[src/rtl/lfsr_prbs_check.sv]
// Receive-side PRBS checker: self-synchronises to the Fibonacci LFSR sequence
// s[n] = s[n-(MSB+1)] ^ s[n-(TAP2+1)], then flywheels and counts bit errors.
module lfsr_prbs_check #(
    parameter int MSB      = 21,
    parameter int TAP2     = 19,
    parameter int LOCK_CNT = 64,
    parameter int WINDOW   = 1024,
    parameter int LOSS_THR = 32
) (
    input  logic        sclk,
    input  logic        rst_n,
    input  logic        din,
    input  logic        din_valid,
    input  logic        clr,
    output logic        locked,
    output logic        err_pulse,
    output logic        sync_loss,
    output logic [31:0] bit_cnt,
    output logic [31:0] err_cnt
);

    localparam int N  = MSB + 1;
    localparam int SW = $clog2(N + 1);
    localparam int RW = $clog2(LOCK_CNT + 1);
    localparam int WW = (WINDOW > 1) ? $clog2(WINDOW) : 1;
    localparam int EW = $clog2(LOSS_THR + 1);

    localparam logic [SW-1:0] SEED_LAST = SW'(N - 1);
    localparam logic [RW-1:0] RUN_LAST  = RW'(LOCK_CNT - 1);
    localparam logic [WW-1:0] WIN_LAST  = WW'(WINDOW - 1);
    localparam logic [EW-1:0] ERR_LAST  = EW'(LOSS_THR - 1);

    typedef enum logic [1:0] {SEED, VERIFY, LOCKED} state_t;

    state_t          state, state_nx;
    logic [MSB:0]    h, h_nx;
    logic [SW-1:0]   seed_cnt, seed_cnt_nx;
    logic [RW-1:0]   run_cnt, run_cnt_nx;
    logic [WW-1:0]   win_cnt, win_cnt_nx;
    logic [EW-1:0]   win_err, win_err_nx;
    logic            locked_nx, err_pulse_nx, sync_loss_nx;
    logic [31:0]     bit_cnt_nx, err_cnt_nx;
    logic [1:0]      rst_q;
    logic            run;
    logic            pred, miss;
    logic [MSB:0]    h_din;

    // Reset asserts immediately; release is re-timed to sclk by two flops.
    always_ff @(posedge sclk or negedge rst_n) begin
        if (!rst_n) rst_q <= 2'b00;
        else        rst_q <= {rst_q[0], 1'b1};
    end
    assign run = rst_q[1];

    assign pred  = h[MSB] ^ h[TAP2];
    assign miss  = din ^ pred;
    assign h_din = {h[MSB-1:0], din};

    always_comb begin
        state_nx     = state;
        h_nx         = h;
        seed_cnt_nx  = seed_cnt;
        run_cnt_nx   = run_cnt;
        win_cnt_nx   = win_cnt;
        win_err_nx   = win_err;
        locked_nx    = locked;
        err_pulse_nx = 1'b0;
        sync_loss_nx = 1'b0;
        bit_cnt_nx   = bit_cnt;
        err_cnt_nx   = err_cnt;
        if (din_valid) begin
            unique case (state)
                SEED: begin
                    h_nx = h_din;
                    if (seed_cnt == SEED_LAST) begin
                        seed_cnt_nx = '0;
                        if (h_din != '0) begin
                            state_nx   = VERIFY;
                            run_cnt_nx = '0;
                        end
                    end else begin
                        seed_cnt_nx = seed_cnt + SW'(1);
                    end
                end
                VERIFY: begin
                    if (!miss) begin
                        h_nx = h_din;
                        if (run_cnt == RUN_LAST) begin
                            state_nx   = LOCKED;
                            locked_nx  = 1'b1;
                            run_cnt_nx = '0;
                        end else begin
                            run_cnt_nx = run_cnt + RW'(1);
                        end
                    end else begin
                        state_nx    = SEED;
                        seed_cnt_nx = '0;
                        run_cnt_nx  = '0;
                    end
                end
                LOCKED: begin
                    // Flywheel: feed back our own prediction so a bad bit
                    // cannot corrupt later predictions.
                    h_nx         = {h[MSB-1:0], pred};
                    err_pulse_nx = miss;
                    if (!(&bit_cnt))          bit_cnt_nx = bit_cnt + 32'd1;
                    if (miss && !(&err_cnt))  err_cnt_nx = err_cnt + 32'd1;
                    if (miss && win_err == ERR_LAST) begin
                        state_nx     = SEED;
                        locked_nx    = 1'b0;
                        sync_loss_nx = 1'b1;
                        h_nx         = '0;
                        seed_cnt_nx  = '0;
                        run_cnt_nx   = '0;
                        win_cnt_nx   = '0;
                        win_err_nx   = '0;
                    end else if (win_cnt == WIN_LAST) begin
                        win_cnt_nx = '0;
                        win_err_nx = '0;
                    end else begin
                        win_cnt_nx = win_cnt + WW'(1);
                        if (miss) win_err_nx = win_err + EW'(1);
                    end
                end
                default: state_nx = SEED;
            endcase
        end
        if (clr) begin
            bit_cnt_nx = '0;
            err_cnt_nx = '0;
        end
    end

    always_ff @(posedge sclk or negedge rst_n) begin
        if (!rst_n) begin
            state     <= SEED;
            h         <= '0;
            seed_cnt  <= '0;
            run_cnt   <= '0;
            win_cnt   <= '0;
            win_err   <= '0;
            locked    <= 1'b0;
            err_pulse <= 1'b0;
            sync_loss <= 1'b0;
            bit_cnt   <= '0;
            err_cnt   <= '0;
        end else if (!run) begin
            state     <= SEED;
            h         <= '0;
            seed_cnt  <= '0;
            run_cnt   <= '0;
            win_cnt   <= '0;
            win_err   <= '0;
            locked    <= 1'b0;
            err_pulse <= 1'b0;
            sync_loss <= 1'b0;
            bit_cnt   <= '0;
            err_cnt   <= '0;
        end else begin
            state     <= state_nx;
            h         <= h_nx;
            seed_cnt  <= seed_cnt_nx;
            run_cnt   <= run_cnt_nx;
            win_cnt   <= win_cnt_nx;
            win_err   <= win_err_nx;
            locked    <= locked_nx;
            err_pulse <= err_pulse_nx;
            sync_loss <= sync_loss_nx;
            bit_cnt   <= bit_cnt_nx;
            err_cnt   <= err_cnt_nx;
        end
    end

endmodule

[config.mk]
export PLATFORM = sky130hd
export DESIGN_NAME = lfsr_prbs_check
export DESIGN_NICKNAME = d
export VERILOG_FILES = /design/src/rtl/lfsr_prbs_check.sv
export SDC_FILE = /design/constraint.sdc
export NUM_CORES = 1
export LEC_CHECK = 0
export CAP_MARGIN = 25
export CORE_MARGIN = 5
export CORE_UTILIZATION = 55
export DETAILED_ROUTE_END_ITERATION = 12
export PLACE_DENSITY = 0.78
export SLEW_MARGIN = 20
export SYNTH_ARGS = -nofsm -noshare
export SYNTH_HDL_FRONTEND = slang
export SYNTH_SLANG_ARGS = --single-unit
[constraint.sdc]
create_clock -name sclk -period 4.7 [get_ports sclk]
set_input_delay 0.47 -clock sclk [delete_from_list [all_inputs] [get_ports sclk]]
set_output_delay 0.47 -clock sclk [all_outputs]
set_load 0.05 [all_outputs]
=== After elaboration in Yosys (flattened, before gate mapping) ===
Cells that the tools add are included.

* Register bits: 121
* Output and inout bits: 67
* Word-level logic and storage cells: 119

* Add/subtract/negate cells: 6
* Equality and inequality tests: 22
* Multiplexer cells: 61
* Bitwise logic cells: 2
* Reductions and logical operators: 16

{| class="wikitable"
|+ Operators with widths
! operator !! number
|-
| two-way mux 32 bit || 10
|-
| two-way mux 22 bit || 4
|-
| case mux 22 bit (3 select lines) || 1
|-
| adder 32 x 1 -> 32 bit, second input constant || 2
|-
| AND reduction 32 bit || 2
|-
| two-way mux 10 bit || 5
|-
| two-way mux 7 bit || 7
|-
| two-way mux 6 bit || 6
|-
| two-way mux 5 bit || 5
|-
| != test 3 bit, second input constant || 8
|-
| nonzero test 22 bit || 1
|-
| case mux 7 bit (3 select lines) || 1
|-
| case mux 5 bit (3 select lines) || 1
|-
| AND reduction 5 bit || 3
|-
| two-way mux 2 bit || 7
|-
| two-way mux 1 bit || 12
|-
| AND reduction 3 bit || 4
|-
| adder 10 x 1 -> 10 bit, second input constant || 1
|-
| equality test 10 bit, second input constant || 1
|-
| != test 4 x 1 -> 1 bit, second input constant || 2
|-
| adder 7 x 1 -> 7 bit, second input constant || 1
|-
| equality test 7 x 6 -> 1 bit, second input constant || 1
|-
| adder 6 x 1 -> 6 bit, second input constant || 1
|-
| equality test 6 x 5 -> 1 bit, second input constant || 1
|-
| other kinds (17) || 20
|}

=== Logic depth before layout (Yosys ltp) ===
Gate-level depths: netlist (run 1).

* Depth in word-level cells: 8
* Mapped depth: 9
* Depth with buffers taken out: 7

=== Worst setup path after synthesis (run 1) ===
OpenSTA, ideal clock, no wires.

* Kind: flip-flop to flip-flop
* From: register bit_cnt[9]
* To: register bit_cnt[30]
* Arrival: 2.275 ns
* Data required time: 4.568 ns
* Slack: 2.293 ns
* Stages on the path, launching flop included: 8
* Buffers on the path: 2
* Period minus slack after synthesis: 2.407 ns
* Cells stage by stage: dfrtp_1 clkbuf_2 nand3_1 or4_1 buf_2 nor4_2 mux2i_1 nor2_1

* Longest elaborated chain between the ends: 6
* Elaborated cells between the ends (all ways): 9
* Those cells by class: add/sub (1); eq/ne (1); mux (5); reduce/logical (2)

{| class="wikitable"
|+ Ends and longest elaborated chain
! item !! RTL line !! source
|-
| start, declared || 18 || <nowiki>output logic [31:0] bit_cnt,</nowiki>
|-
| start signal, assigned || 169 || <nowiki>bit_cnt <= bit_cnt_nx;</nowiki>
|-
| adder 32 x 1 -> 32 bit || 106 || <nowiki>if (!(&bit_cnt)) bit_cnt_nx = bit_cnt + 32'd1;</nowiki>
|-
| two-way mux 32 bit || 106 ||
|-
| two-way mux 32 bit || 72 || <nowiki>unique case (state)</nowiki>
|-
| two-way mux 32 bit || 71 || <nowiki>if (din_valid) begin</nowiki>
|-
| two-way mux 32 bit || 128 || <nowiki>if (clr) begin</nowiki>
|-
| two-way mux 32 bit || 147 || <nowiki>end else if (!run) begin</nowiki>
|}

Parallel ways exist; a longest one is shown, timed or not. The select of a mux whose other input is x is not followed.
A chain may end at the register's enable or synchronous reset.

=== Final worst setup path (run 1) ===
* From: register bit_cnt[0]
* To: register bit_cnt[10]

The elaborated chain is that of the path after synthesis.

==> results.yml, run 1 <==
status:
  status: "completed"
sta:
  hold_violations: 0
  post-route-period-util_pct: 64.66
  finalSetupViolations: 0
  clock.fmax_mhz: 329.0
  rsz0062_at_grt: "false"
  min_period_ps: 3039
  worstMarginPinSlew_ps: 855.2
  setup_slack_ps: 1661
  setup_tns_ps: 0
  clock_skew_ps: 8.047
  relSlewSlack_pct: 42.46
  final_max_slew_viol_count: 0
cells_and_area:
  seq_area_um2: 3028
  fillers: 936
  finalNonFillerCells: 929
  nets: 785
  drive_gt1_share_pct: 8.184
  syn2layout_area_growth_pct: 22.81
  final_util_pct: 68.10
  multiInputGateArea_um2: 3349
  n_antenna_cell: 0
route:
  dr.pass1.iters: 5
  first_iter_violations: 803
  routed_wl_mm: 16.91
  vias: 6101
  wl_per_cell_um: 18.20
  ant_nets: 0
  post-route-drc-count: 0
  via_per_inst: 6.567
grt:
  grt_pass1_wl_mm: 28.76
  grt_max_degree: 56
  grt_usage_pct: 24.52
  grt-ovfl-total: 0
  grt_pass1_vias: 5633
  antenna_found_initial: 0
setup_path:
  critPathMaxFanout: 14
  max_stage_delay_ps: 690
  critical_path_class: "flip-flop to flip-flop"
  start_kind: "flip-flop"
  crit_slowest_cell: "or4_1"
  critPathCaptureType: "flip-flop"
  crit_family: "simple AND/OR/NAND/NOR gates"
  cp_cell_sequence: "ha_1 -> nand4_1 -> or4_1 -> nor3b_2 -> buf_4 -> nor2_1 -> a41o_1"
  arrival_ps: 3340
  crit_cells: 7
  r2r_cells: 7
  crit_buf_inv: 1
  cp_data_required_time_ps: 5000
power:
  p_leak_nw: 3.324
  irDropWorstVdd_v: 0.0002360
  power.density_nw_per_um2: 335.4
placement:
  io_buffers: 71
  pre_cts_slack_ps: 1295
  dp_hpwl_mm: 11.62
  place.gp.congestion: 0.8833
  placedCellCount: 894
floorplan:
  rows: 40
  die_w_um: 119.4
  start_util_pct: 55.45
  io_pins: 72
  die_h_um: 119.4
  dieArea_um2: 14250
  core_um2: 11860
cts:
  cts-root-buf: "clkbuf_16"
  clock_latency_ps: 420
  post_cts_buffers: 0
  cts_hold_repair.buffers: 0
  clk_pin_slew_worst_paths_ps: 50
  cts_made_buffers: 17
  htreeDepth: 4
  cts_resized: 0
  cts.sinks: 121
  cts_tree: "yes"
  clock_path_buffers: 2
logic_synthesis:
  synth_edf_count: 0
  synth-seq-cells: 121
  seq_area_frac_synth_pct: 46.03
  synthCells: 707
  async_flop_share_pct: 100.0
  synth-main-ff-cell: "dfrtp_1"
  syn_avg_cell_area_um2: 9.303
  synth_area_um2: 6578
  yosys_warnings: 0
  synth_nets: 723
  ys_types: 67
hold_path:
  hold_class: "input port to asynchronous set/reset pin"
run:
  max_cap_viol_count: 0
worst paths after layout:
path,startpoint,endpoint,slack (ps)
min reg2reg,rst_q[0]$_DFF_PN0_,rst_q[1]$_DFF_PN0_,350
max,bit_cnt[0]$_DFFE_PN0P_,bit_cnt[10]$_DFFE_PN0P_,1660
max reg2reg,bit_cnt[0]$_DFFE_PN0P_,bit_cnt[10]$_DFFE_PN0P_,1660
min in group sclk,rst_q[0]$_DFF_PN0_,rst_q[1]$_DFF_PN0_,350
max in group asynchronous,rst_n,err_cnt[14]$_DFFE_PN0P_,3560
min,rst_n,err_cnt[3]$_DFFE_PN0P_,10
cells by family after synthesis:
group,Yosys count,synth area share [%]
AO/OA/AOI/OAI,215,21.93
XOR/XNOR,7,1.160
adder cells (fa/ha/maj),11,2.092
buffers and inverters,55,3.500
flip-flops,121,46.03
multiplexers,6,0.9321
other,1,0.05701
AND/OR/NAND/NOR,291,24.29
layout by cell type (no fill, tap or decap), drive strengths merged, types with 8 or more instances in the layout:
master | Yosys | routed
nand2 | 53 | 53
clkdlybuf4s50 | 0 | 70
buf | 13 | 9
and2 | 8 | 8
clkbuf | 25 | 27
nor2 | 42 | 42
or3 | 23 | 23
a21oi | 32 | 32
nand3 | 42 | 42
nand4 | 32 | 32
or4 | 10 | 10
o21ai | 65 | 65
nor4 | 17 | 17
nand2b | 8 | 8
and3 | 15 | 15
a22o | 26 | 26
ha | 11 | 11
nor3 | 18 | 18
inv | 17 | 17
o31ai | 48 | 48
dfrtp | 121 | 121
a31oi | 15 | 15
through the flow:
stage	power, mW	hold slack [ps]	cell area, um^2
finish	2.709	13.69	8078
global route	2.810	45.70	8078
global placement	1.288	336.7	7365
detailed placement	1.302	344.2	7392
CTS	2.725	20.86	8043
floorplan	1.233	174.4	6578
state kept, by name, summed over array words and instances, names as in the netlist, 2 cells and up:
name      flops
run_cnt       7
bit_cnt      32
win_err       6
win_cnt      10
h            22
state         2
rst_q         2
seed_cnt      5
err_cnt      32
synthesized netlist by cell type, drive strengths merged, types with 7 or more instances:
cell type / number / share of area (%)
or3: 23 / 2.2
inv: 17 / 0.97
nand3: 42 / 3.2
nor4: 17 / 1.9
a22o: 26 / 3.5
and3: 15 / 1.4
clkbuf: 25 / 1.4
nand4: 32 / 3.0
ha: 11 / 2.1
nor2: 42 / 2.5
dfrtp: 121 / 46
nor2b: 7 / 0.67
nor3: 18 / 1.5
o31ai: 48 / 6.0
a21oi: 32 / 2.4
and2: 8 / 0.76
nand2: 53 / 3.1
nand2b: 8 / 0.76
o21ai: 65 / 4.9
buf: 13 / 1.1
or4: 10 / 1.2
a31oi: 15 / 1.4
power by group:
group / leakage [nW] / internal (mW) / switching, mW
registers: 1.68 / 1.06 / 0.0210
clock network: 0.323 / 0.969 / 0.451
logic: 1.32 / 0.0657 / 0.137
area by class of cell:
type / instances / share of cell area, %
clock buffers: 25 / 6.382
clock inverters: 7 / 1.673
flip-flops and latches: 121 / 37.48
multi-input cells: 531 / 41.47
inverters: 17 / 0.7900
repair buffers: 81 / 9.929
well taps: 147 / 2.277
per-layer routing:
metal  share of wire (%)  GRT usage (%)  vias up
li1                    -              -     2812
met1                  43          33.20     3018
met2                  49          39.17      246
met3                 6.3          5.793       25
met4                 1.6          7.731        0
met5                   0              0        -
No activity file was read; power rests on OpenSTA's default activity.
==> run 2: changes to the inputs <==
--- a/config.mk
+++ b/config.mk
@@ -7,9 +7,9 @@
 export LEC_CHECK = 0
 export CAP_MARGIN = 25
 export CORE_MARGIN = 5
-export CORE_UTILIZATION = 55
+export CORE_UTILIZATION = 51
 export DETAILED_ROUTE_END_ITERATION = 12
-export PLACE_DENSITY = 0.78
+export PLACE_DENSITY = 0.76
 export SLEW_MARGIN = 20
 export SYNTH_ARGS = -nofsm -noshare
 export SYNTH_HDL_FRONTEND = slang
==> constraint.sdc (replaced) <==
create_clock -name sclk -period 2.75 [get_ports sclk]
set_input_delay 0.275 -clock sclk [delete_from_list [all_inputs] [get_ports sclk]]
set_output_delay 0.275 -clock sclk [all_outputs]
set_load 0.05 [all_outputs]
==> run 2 against run 1 <==
  * Total power is 63% higher
  * Final cell count is 4.4% higher
  * Wire length is 1.1% higher
  * Sequential power is 70% higher
  * Global-route usage is 1.5 points lower
  * Sequential share of layout area is 0.39 points lower
  * Critical path type unchanged
  * Critical endpoint is now err_cnt[30]$_DFFE_PN0P_
  * Largest power group unchanged
  * Highest routed layer unchanged
==> results.yml, run 2 (synthesis results as in run 1) <==
power:
  power.density_nw_per_um2: 541.5
  p_leak_nw: 3.330
  irDropWorstVdd_v: 0.0003738
  swShare_pct: 24.81
  clkPwrFrac_pct: 49.9
  power.internal_mw: 3.323
  pwr-share-seq_pct: 41.9
  p_switching_mw: 1.097
  comb_power_share_pct: 8.2
  total_power_mw: 4.420
cells_and_area:
  final_cell_mix: "dfrtp_1, clkdlybuf4s50_1, o21ai_0"
  drive_gt1_share_pct: 10.15
  layout_commonest_cell: "dfrtp_1"
  nets: 801
  final_util_pct: 64.67
  n_antenna_cell: 0
  reg_top3: "bit_cnt x32, err_cnt x32, h x22"
  fin_area_um2: 8162
  syn2layout_area_growth_pct: 24.08
cts:
  cts_hold_repair.buffers: 1
  htreeDepth: 4
  cts_made_buffers: 17
  cts_tree: "yes"
  post_cts_buffers: 0
  cts_resized: 0
  clock_path_buffers: 2
  cts.sinks: 121
  clk_pin_slew_worst_paths_ps: 60
  clock_latency_ps: 410
  cts-root-buf: "clkbuf_16"
setup_path:
  start_kind: "flip-flop"
  cp_common_cell: "nand4_1"
  critPathMaxFanout: 7
  arrival_ps: 2850
  crit_slowest_cell: "dfrtp_1"
  cp_cell_sequence: "ha_1 -> nand4_1 -> nor3_2 -> nand4_1 -> o41ai_1 -> o21ba_2"
  critical_path_class: "flip-flop to flip-flop"
  critPathCaptureType: "flip-flop"
  max_stage_delay_ps: 470
  cp_data_required_time_ps: 3050
sta:
  post-route-period-util_pct: 92.79
  setup_tns_ps: 0
  worstMarginPinSlew_ps: 986.1
  hold_violations: 0
  finalSetupViolations: 0
  rsz0062_at_grt: "false"
  clock_skew_ps: 6.868
  min_period_ps: 2552
  clock.fmax_mhz: 391.9
  relSlewSlack_pct: 33.22
  final_max_slew_viol_count: 0
  holdWs_ps: 339.8
grt:
  grt_max_degree: 93
  grt_pass1_wl_mm: 28.12
  grt-ovfl-total: 0
  grt_pass1_vias: 5739
  antenna_found_initial: 0
  grt_usage_pct: 23.06
floorplan:
  start_util_pct: 52.12
  io_pins: 72
  die_w_um: 123.6
  dieArea_um2: 15270
  rows: 41
  core_um2: 12620
  die_h_um: 123.6
placement:
  io_buffers: 71
  placed_cell_area_um2: 7551
  place.gp.congestion: 0.9124
  dp_hpwl_mm: 11.77
status:
  status: "completed"
route:
  ant_nets: 0
  post-route-drc-count: 0
  first_iter_violations: 850
  dr.pass1.iters: 5
  wl_per_cell_um: 17.62
  routed_wl_mm: 17.09
  vias: 6151
  via_per_inst: 6.341
run:
  max_cap_viol_count: 0
hold_path:
  hold_class: "input port to asynchronous set/reset pin"
[run 2: per-layer routing]
| layer | wire (um) | vias to the layer above | track usage, % |
|---|---|---|---|
| li1 | - | 2855 | - |
| met1 | 7508 | 3024 | 31.09 |
| met2 | 8285 | 229 | 37.24 |
| met3 | 993 | 43 | 5.124 |
| met4 | 303 | 0 | 7.128 |
| met5 | 0 | - | 0 |
[run 2: through the flow]
stage	cells	setup WS, ps
after global placement	937	388.6
after floorplan	707	343.5
after detailed placement	937	268.2
after CTS	970	262.6
after global routing	970	165.6
final	970	198.3
[run 2: worst max-delay path: cells and delay by family, from the launching register on]
family / cells / cell delay [ps]
compound gates: 2 / 570
flops: 1 / 470
fa+ha+maj: 1 / 260
simple gates: 3 / 1150
[run 2: path summary, 6_finish.rpt]
path	endpoint	depth (start not counted)	from	slack, ps
worst max-delay path	err_cnt[30]$_DFFE_PN0P_	6	err_cnt[0]$_DFFE_PN0P_	200
worst min-delay path	err_cnt[7]$_DFFE_PN0P_	2	rst_n	340
worst max register to register	err_cnt[30]$_DFFE_PN0P_	6	err_cnt[0]$_DFFE_PN0P_	200
worst min register to register	rst_q[1]$_DFF_PN0_	0	rst_q[0]$_DFF_PN0_	350
max in group asynchronous	h[17]$_DFFE_PN0P_	3	rst_n	1590
min in group sclk	rst_q[1]$_DFF_PN0_	0	rst_q[0]$_DFF_PN0_	350
[run 2: area by class of cell]
cell class	instances	area, um^2
Clock inverter	13	147.6
Clock buffer	19	452.9
Timing Repair Buffer	97	918.4
Sequential cell	121	3028
Fill cell	1032	4458
Tap cell	172	215.2
Inverter	17	63.81
Multi-Input combinational cell	531	3336
[run 2: power by group through the flow]
stage	Sequential, mW	Clock (mW)	Combinational, mW
global route	1.86	2.33	0.407
CTS	1.85	2.24	0.363
finish	1.85	2.21	0.361
global placement	1.88	0	0.344
floorplan	1.88	0	0.232
detailed placement	1.88	0	0.359
